`config.mk`:
```
export PLATFORM = sky130hd
export DESIGN_NAME = if_fetch_unit
export DESIGN_NICKNAME = d
export VERILOG_FILES = /design/src/rtl/if_fetch_unit_pkg.sv /design/src/rtl/if_fifo.sv /design/src/rtl/if_fetch_unit.sv
export SDC_FILE = /design/constraint.sdc
export NUM_CORES = 1
export LEC_CHECK = 0
export ABC_CLOCK_PERIOD_IN_PS = 9900
export CAP_MARGIN = 0
export CORE_ASPECT_RATIO = 1.4
export CORE_UTILIZATION = 45
export DETAILED_ROUTE_END_ITERATION = 16
export PLACE_DENSITY = 0.71
export SLEW_MARGIN = 15
export SYNTH_ARGS = -nofsm -noshare
export SYNTH_HDL_FRONTEND = slang
export SYNTH_HIERARCHICAL = 1
export SYNTH_SLANG_ARGS = --single-unit
```
`constraint.sdc`:
```
create_clock -name clk -period 9.9 [get_ports clk]
set_input_delay 0.99 -clock clk [delete_from_list [all_inputs] [get_ports clk]]
set_output_delay 0.99 -clock clk [all_outputs]
set_load 0.1 [all_outputs]
```
`src/rtl/if_fetch_unit_pkg.sv`:
```
// Shared fetch-path constants and the buffered {pc, instr} entry layout.
// Also the single home of the data width, ROM depth and default reset PC.
package if_fetch_unit_pkg;

  localparam int unsigned DATA_WIDTH       = 32;
  localparam int unsigned ROM_DEPTH        = 1024;
  localparam int unsigned PC_W             = 32;
  localparam logic [31:0] DEFAULT_RESET_PC = 32'h0000_0000;

  typedef struct packed {
    logic [PC_W-1:0]       pc;
    logic [DATA_WIDTH-1:0] instr;
  } fetch_entry_t;

  localparam int unsigned ENTRY_W = $bits(fetch_entry_t);

endpackage

```
`src/rtl/if_fifo.sv`:
```
// Synchronous FIFO with flush; full/empty and head data are combinational views
// of the pointer/storage registers.
module if_fifo #(
  parameter int unsigned DEPTH = 2,
  parameter int unsigned WIDTH = 64
) (
  input  logic             clk,
  input  logic             rstn,
  input  logic             flush,
  input  logic             push,
  input  logic [WIDTH-1:0] wdata,
  input  logic             pop,
  output logic [WIDTH-1:0] rdata_c,
  output logic             full_c,
  output logic             empty_c
);

  localparam int unsigned PTR_W = (DEPTH > 1) ? $clog2(DEPTH) : 1;

  logic [PTR_W:0]   wptr;
  logic [PTR_W:0]   rptr;
  logic [WIDTH-1:0] mem [DEPTH];
  logic             do_push;
  logic             do_pop;

  assign empty_c = (wptr == rptr);
  assign full_c  = (wptr[PTR_W] != rptr[PTR_W]) &&
                   (wptr[PTR_W-1:0] == rptr[PTR_W-1:0]);
  assign do_pop  = pop & ~empty_c;
  // A full FIFO may still accept a push when its head leaves in the same cycle.
  assign do_push = push & (~full_c | do_pop);
  assign rdata_c = mem[rptr[PTR_W-1:0]];

  always_ff @(posedge clk or negedge rstn) begin
    if (!rstn) begin
      wptr <= '0;
      rptr <= '0;
    end else if (flush) begin
      wptr <= '0;
      rptr <= '0;
    end else begin
      if (do_push) wptr <= wptr + (PTR_W+1)'(1);
      if (do_pop)  rptr <= rptr + (PTR_W+1)'(1);
    end
  end

  // Storage needs no reset: it is only observed through a non-empty head.
  always_ff @(posedge clk) begin
    if (do_push && !flush) mem[wptr[PTR_W-1:0]] <= wdata;
  end

endmodule

```
`src/rtl/if_fetch_unit.sv`:
```
// Instruction fetch between the ROM and the core: sequential PC, prefetch FIFO,
// and redirect-driven flush/refetch.
module if_fetch_unit
  import if_fetch_unit_pkg::*;
#(
  parameter int unsigned FIFO_DEPTH = 2,
  parameter logic [31:0] RESET_PC   = DEFAULT_RESET_PC,
  parameter int unsigned ADDR_W     = $clog2(ROM_DEPTH)
) (
  input  logic                  clk,
  input  logic                  rstn,
  input  logic                  fetch_en_i,
  output logic [ADDR_W-1:0]     rom_addr_o,
  input  logic [DATA_WIDTH-1:0] rom_data_i,
  input  logic                  redirect_i,
  input  logic [31:0]           redirect_pc_i,
  output logic                  instr_valid_o,
  input  logic                  instr_ready_i,
  output logic [DATA_WIDTH-1:0] instr_o,
  output logic [31:0]           instr_pc_o
);

  logic [31:0]  fetch_pc;
  logic         full_c;
  logic         empty_c;
  logic         push_c;
  logic         pop_c;
  fetch_entry_t wr_entry;
  fetch_entry_t rd_entry;

  assign rom_addr_o    = fetch_pc[ADDR_W+1:2];
  assign instr_valid_o = ~empty_c;
  assign pop_c         = instr_valid_o & instr_ready_i;
  assign push_c        = fetch_en_i & ~redirect_i & (~full_c | pop_c);
  assign wr_entry      = '{pc: fetch_pc, instr: rom_data_i};
  assign instr_o       = instr_valid_o ? rd_entry.instr : '0;
  assign instr_pc_o    = instr_valid_o ? rd_entry.pc    : '0;

  // Redirect wins over sequential advance and aligns the target to a word.
  always_ff @(posedge clk or negedge rstn) begin
    if (!rstn) begin
      fetch_pc <= RESET_PC;
    end else if (redirect_i) begin
      fetch_pc <= redirect_pc_i & ~32'd3;
    end else if (push_c) begin
      fetch_pc <= fetch_pc + 32'd4;
    end
  end

  if_fifo #(
    .DEPTH (FIFO_DEPTH),
    .WIDTH (ENTRY_W)
  ) u_fifo (
    .clk     (clk),
    .rstn    (rstn),
    .flush   (redirect_i),
    .push    (push_c),
    .wdata   (wr_entry),
    .pop     (pop_c),
    .rdata_c (rd_entry),
    .full_c  (full_c),
    .empty_c (empty_c)
  );

endmodule

```
* After elaboration in Yosys (flattened, before gate mapping)
Memory sizes are Yosys's and may differ from the RTL's.
Index checks and enable logic that the tools add are counted.
W data, S select, Z words.
** Storage, ports and cells
- Register bits :: 36
- Memory bits (writable) :: 128
- Output and inout port bits :: 75
- Word-level logic and storage cells :: 36
- Memories :: 1
** Memory list
- u_fifo.mem :: depth 2, width 64, rd ports 1, clocked after memory_dff 0, write ports 1, RTL line if_fifo.sv:22 : logic [WIDTH-1:0] mem [DEPTH];
** Cells by class
- $add $sub $neg :: 3
- Equal/unequal tests :: 3
- Mux-type cells :: 10
- Bitwise gates (word level) :: 10
- Reduce and logical (&&, ||, !) cells :: 6
** Operator list (count)
- $mux W32 :: 4
- $add A32 B3 Y32 const B :: 1
- $mux W2 :: 4
- $reduce_bool A2 Y1 :: 3
- $and A1 B1 Y1 :: 5
- $add A2 B1 Y2 const B :: 2
- $not A1 Y1 :: 3
- $eq A2 B2 Y1 :: 1
- $logic_and A1 B1 Y1 :: 2
- $mux W1 :: 2
- $or A1 B1 Y1 :: 2
- $eq A1 B1 Y1 :: 1
- $logic_not A1 Y1 :: 1
- $ne A1 B1 Y1 :: 1

* Depth between registers and ports, before layout
- Depth in word-level cells :: 9
- Gate-level depth with buffers :: 11

* Modules after synthesis
Netlist, hierarchy kept.
** Modules (own cells, without submodules)
- if_fifo :: times used 1, cells an instance 234, area each 4912.2 um^2
- if_fetch_unit :: times used 1, cells an instance 268, area each 2228.4 um^2

* Least setup slack after synthesis
No wires, ideal clock.
- Path type :: flip-flop to flip-flop
- Start point :: register u_fifo.rptr[0]
- End point :: memory u_fifo.mem[1][0], enable pin
- Setup time :: 0.582 ns
- Arrival :: 6.429 ns
- Setup slack :: 2.889 ns
- Stages on the path, launching flop included :: 11
- Path buffers :: 2
- Period minus slack after synthesis :: 7.011 ns
- Path through :: dfrtp_1 > buf_2 > buf_2 > xor2_1 > nor2_1 > nand2b_4 > nand2_1 > nand2_1 > nor2_1 > nand2_1 > a211oi_1
** On the way
- Word-level cells in the longest chain between the ends :: 9
- Elaborated cells on any way between the ends :: 14
** RTL lines
- from (decl) :: RTL line if_fifo.sv:21 : logic [PTR_W:0] rptr;
- from (signal assigned) :: RTL line if_fifo.sv:43 : if (do_pop) rptr <= rptr + (PTR_W+1)'(1);
- $eq A2 B2 Y1 :: RTL line if_fifo.sv:26 : assign empty_c = (wptr == rptr);
- via empty_c :: RTL line if_fetch_unit.sv:25 : logic empty_c;
- $not A1 Y1 :: RTL line if_fetch_unit.sv:32 : assign instr_valid_o = ~empty_c;
- $and A1 B1 Y1 :: RTL line if_fetch_unit.sv:33 : assign pop_c = instr_valid_o & instr_ready_i;
- $or A1 B1 Y1 :: RTL line if_fetch_unit.sv:34 : assign push_c = fetch_en_i & ~redirect_i & (~full_c | pop_c);
- $and A1 B1 Y1 :: RTL line if_fetch_unit.sv:34
- via push_c :: RTL line if_fetch_unit.sv:26 : logic push_c;
- $and A1 B1 Y1 :: RTL line if_fifo.sv:31 : assign do_push = push & (~full_c | do_pop);
- $logic_and A1 B1 Y1 :: RTL line if_fifo.sv:49 : if (do_push && !flush) mem[wptr[PTR_W-1:0]] <= wdata;
- $mux W1 :: RTL line if_fifo.sv:49
- $mux W1 (not written as such) :: RTL line if_fifo.sv:49
- to (decl) :: RTL line if_fifo.sv:22
The timed path passes the listed nets, and every way through them passes these cells.

* Worst setup path in the final report
- Start point :: register u_fifo.rptr[0]
- End point :: output port instr_pc_o[6]
** On the way
- Word-level cells in the longest chain between the ends :: 2
- Elaborated cells on any way between the ends :: 3
** RTL lines
- $eq A2 B2 Y1 :: RTL line if_fifo.sv:26
- via empty_c :: RTL line if_fetch_unit.sv:25
- $mux W32 :: RTL line if_fetch_unit.sv:37 : assign instr_pc_o = instr_valid_o ? rd_entry.pc : '0;
- to (decl) :: RTL line if_fetch_unit.sv:20 : output logic [31:0] instr_pc_o
The timed path passes the listed nets, and every way through them passes these cells.

==> impl_metrics.json <==
{
  "status": "finished clean",
  "synthToLayoutAreaGrowth_pct": 28.9,
  "placed_cells": 814,
  "antenna_found_initial": 0,
  "grt_pass1_wl_um": 22200,
  "finalWorstSetupSlack_ns": 4.89,
  "vias": 4351,
  "synth_seq_cells": 162,
  "end_kind": "primary output",
  "cts_tree": "built",
  "postCtsSetupBuffers": 0,
  "grt_pass1_vias": 4459,
  "clk_pin_slew_ns": 0.07,
  "synth_top_cell_area_share_pct": 53.8,
  "synth_edf_count": 128,
  "rows": 54,
  "drc": 0,
  "layout-drive-gt1-share_pct": 18.0,
  "relSlewSlack_pct": 31.8,
  "start_util_pct": 46.0,
  "netlist_instances": 502,
  "worstHoldStart": "fetch_pc[16]",
  "drtPass1Iterations": 4,
  "hold_viol": 0,
  "critPathArrivalTime_ns": 4.02,
  "n_antenna_cell": 0,
  "place_congestion": 0.794,
  "postSynthAreaPerCell_sq_um": 14.2,
  "rrSetupSlack_ns": 5.40,
  "fmax_mhz": 200,
  "fp.dieArea_sq_mm": 0.0164,
  "fill_cells": 1268,
  "slew_viol_final": 0,
  "worst_ep_required_time_ns": 8.91,
  "clk_path_buf_depth": 2,
  "most-common-layout-cells": "clkdlybuf4s50_1 (139), edfxtp_1 (128), mux2_2 (66)",
  "r2r-end": "u_fifo/mem[0][13]",
  "port_buffers": 141,
  "drt_iter0_markers": 186,
  "grt_setup_unrepaired": "no",
  "crit_fanout": 74,
  "die_w_um": 108,
  "cts.sinks": 162,
  "final_common_cell": "clkdlybuf4s50_1",
  "async_flop_share_pct": 21.0,
  "ir_drop_mv": 0.127,
  "synth_xor_area_share_pct": 3.91,
  "htreeDepth": 4,
  "vias_per_cell": 5.14,
  "clock_skew_ns": 0.0133,
  "startpoint_type": "register",
  "wl_per_cell_um": 16.9,
  "ys_seq_area_share_pct": 65.7,
  "cts_made_buffers": 17,
  "rr_worst_depth": 9,
  "setup_viol": 0,
  "timing.hold.ws_ns": 0.514,
  "crit_type": "register to primary output",
  "yosys_warnings": 6,
  "min_path_type": "register to register",
  "worst_pin_slew_ns": 1.02,
  "syn_area_sq_mm": 0.00714,
  "post_cts_resize_count": 0,
  "finalNonFillerCells": 846,
  "ys.flop_type": "edfxtp_1",
  "core_area_sq_mm": 0.0155,
  "timing.rr.start": "u_fifo/rptr[0]",
  "place_ws_ns": 5.24,
  "drtAntennaViolNets": 0,
  "synthAdderAreaFrac_pct": 0.175,
  "dpl.hpwl_um": 9450,
  "clock-root-buffer": "clkbuf_16",
  "power_density_mw_per_mm2": 198,
  "nNetsFinal": 707,
  "synthMuxAreaShare_pct": 10.5,
  "yosysTopAreaCell": "edfxtp_1",
  "hold_buffers": 0,
  "leakage_nw": 3.13,
  "track_usage_pct": 18.2,
  "ys_types": 47,
  "drt_wl_total_um": 14300,
  "io_pins": 144,
  "synth_compound_area_share_pct": 3.68,
  "setup_tns_ns": 0,
  "hold_end": "u_fifo/mem[0][48]",
  "die_h_um": 151,
  "netlist_top_cells_area": "edfxtp_1 (54%), dfrtp_1 (12%), mux2_2 (10%)",
  "synth_top_family_by_area": "simple AND/OR/NAND/NOR gates",
  "min_period_ns": 5.01,
  "synthSimpleGateAreaFrac_pct": 13.0,
  "drv_cap": 0,
  "insertion_delay_ns": 0.41,
  "grt_overflow_total": 0,
  "period_share_pct": 50.6,
  "min_path_cells": 0,
  "total_power_mw": 1.83,
  "grt_max_degree": 75
}
report_power, final:
part / total (mW) / internal (mW) / switching [mW]
Combinational: 0.439 / 0.117 / 0.323
Clock: 0.591 / 0.323 / 0.268
Sequential: 0.796 / 0.768 / 0.0279
Total: 1.83 / 1.21 / 0.619
flip-flops by register name, summed over array words and instances, names as in the netlist:
signal / flops
fetch_pc: 30
u_fifo/rptr: 2
u_fifo/mem: 128
u_fifo/wptr: 2
per-layer routing:
layer / global-route usage (%) / share of wire, % / wire length, um
met3: 3.74 / 4.4 / 625
met4: 7.57 / 1.5 / 222
met5: 0 / 0 / 0
met2: 33.7 / 57 / 8130
met1: 19.8 / 37 / 5340
layout make-up:
type | count | area (sq um) | area share [%]
inverters | 4 | 15.0 | 0.163
clock inverters | 14 | 105 | 1.14
clock buffers | 18 | 429 | 4.66
repair buffers | 146 | 1440 | 15.6
multi-input cells | 306 | 2270 | 24.7
flip-flops and latches | 162 | 4700 | 51.1
well taps | 196 | 245 | 2.66
worst max path at each step:
stage	cells past startpoint	slack (ns)	endpoint	from
after global routing	5	4.57	instr_pc_o[16]	u_fifo/rptr[0]
after detailed placement	5	5.24	instr_pc_o[6]	u_fifo/rptr[0]
final	5	4.89	instr_pc_o[6]	u_fifo/rptr[0]
after global placement	5	5.27	instr_pc_o[11]	u_fifo/rptr[0]
after CTS	5	4.78	instr_pc_o[6]	u_fifo/rptr[0]
after floorplan	10	2.89	u_fifo/mem[1][0]	u_fifo/rptr[0]
cells by family after synthesis:
| group | Yosys count |
|---|---|
| adders and majority gates | 1 |
| and+or+nand+nor | 161 |
| buffers and inverters | 37 |
| other | 1 |
| DFF | 162 |
| AOI/OAI and AO/OA | 42 |
| muxes | 67 |
| xor gates and xnor gates | 31 |
stage by stage:
stage / instance area, sq um / util (%)
6_report: 9200 / 59.2
5_1_grt: 9200 / 59.2
4_1_cts: 9200 / 59.2
3_5_place_dp: 8670 / 55.8
3_3_place_gp: 8670 / 55.8
2_1_floorplan: 7150 / -
worst max-delay path, stage by stage (launching register included):
cell and delay, ns:
dfrtp_4 1.08, xor2_1 0.27, nor2_4 0.62, buf_4 0.49, nor2b_1 0.11, clkdlybuf4s50_1 0.98
cell usage after synthesis (4+ instances only):
cell / n
buf_4: 10
xor2_1: 19
nand3_1: 16
nand2_1: 38
nand4_1: 7
mux2_2: 66
nor2_1: 9
o21ai_1: 5
edfxtp_1: 128
dfrtp_1: 34
and3_1: 7
inv_1: 4
and4_1: 4
o21ai_0: 22
xnor2_1: 11
buf_2: 7
clkbuf_1: 12
nor2b_1: 64
nor4_1: 4
a21oi_1: 5
No activity file was read; power rests on OpenSTA's default activity.
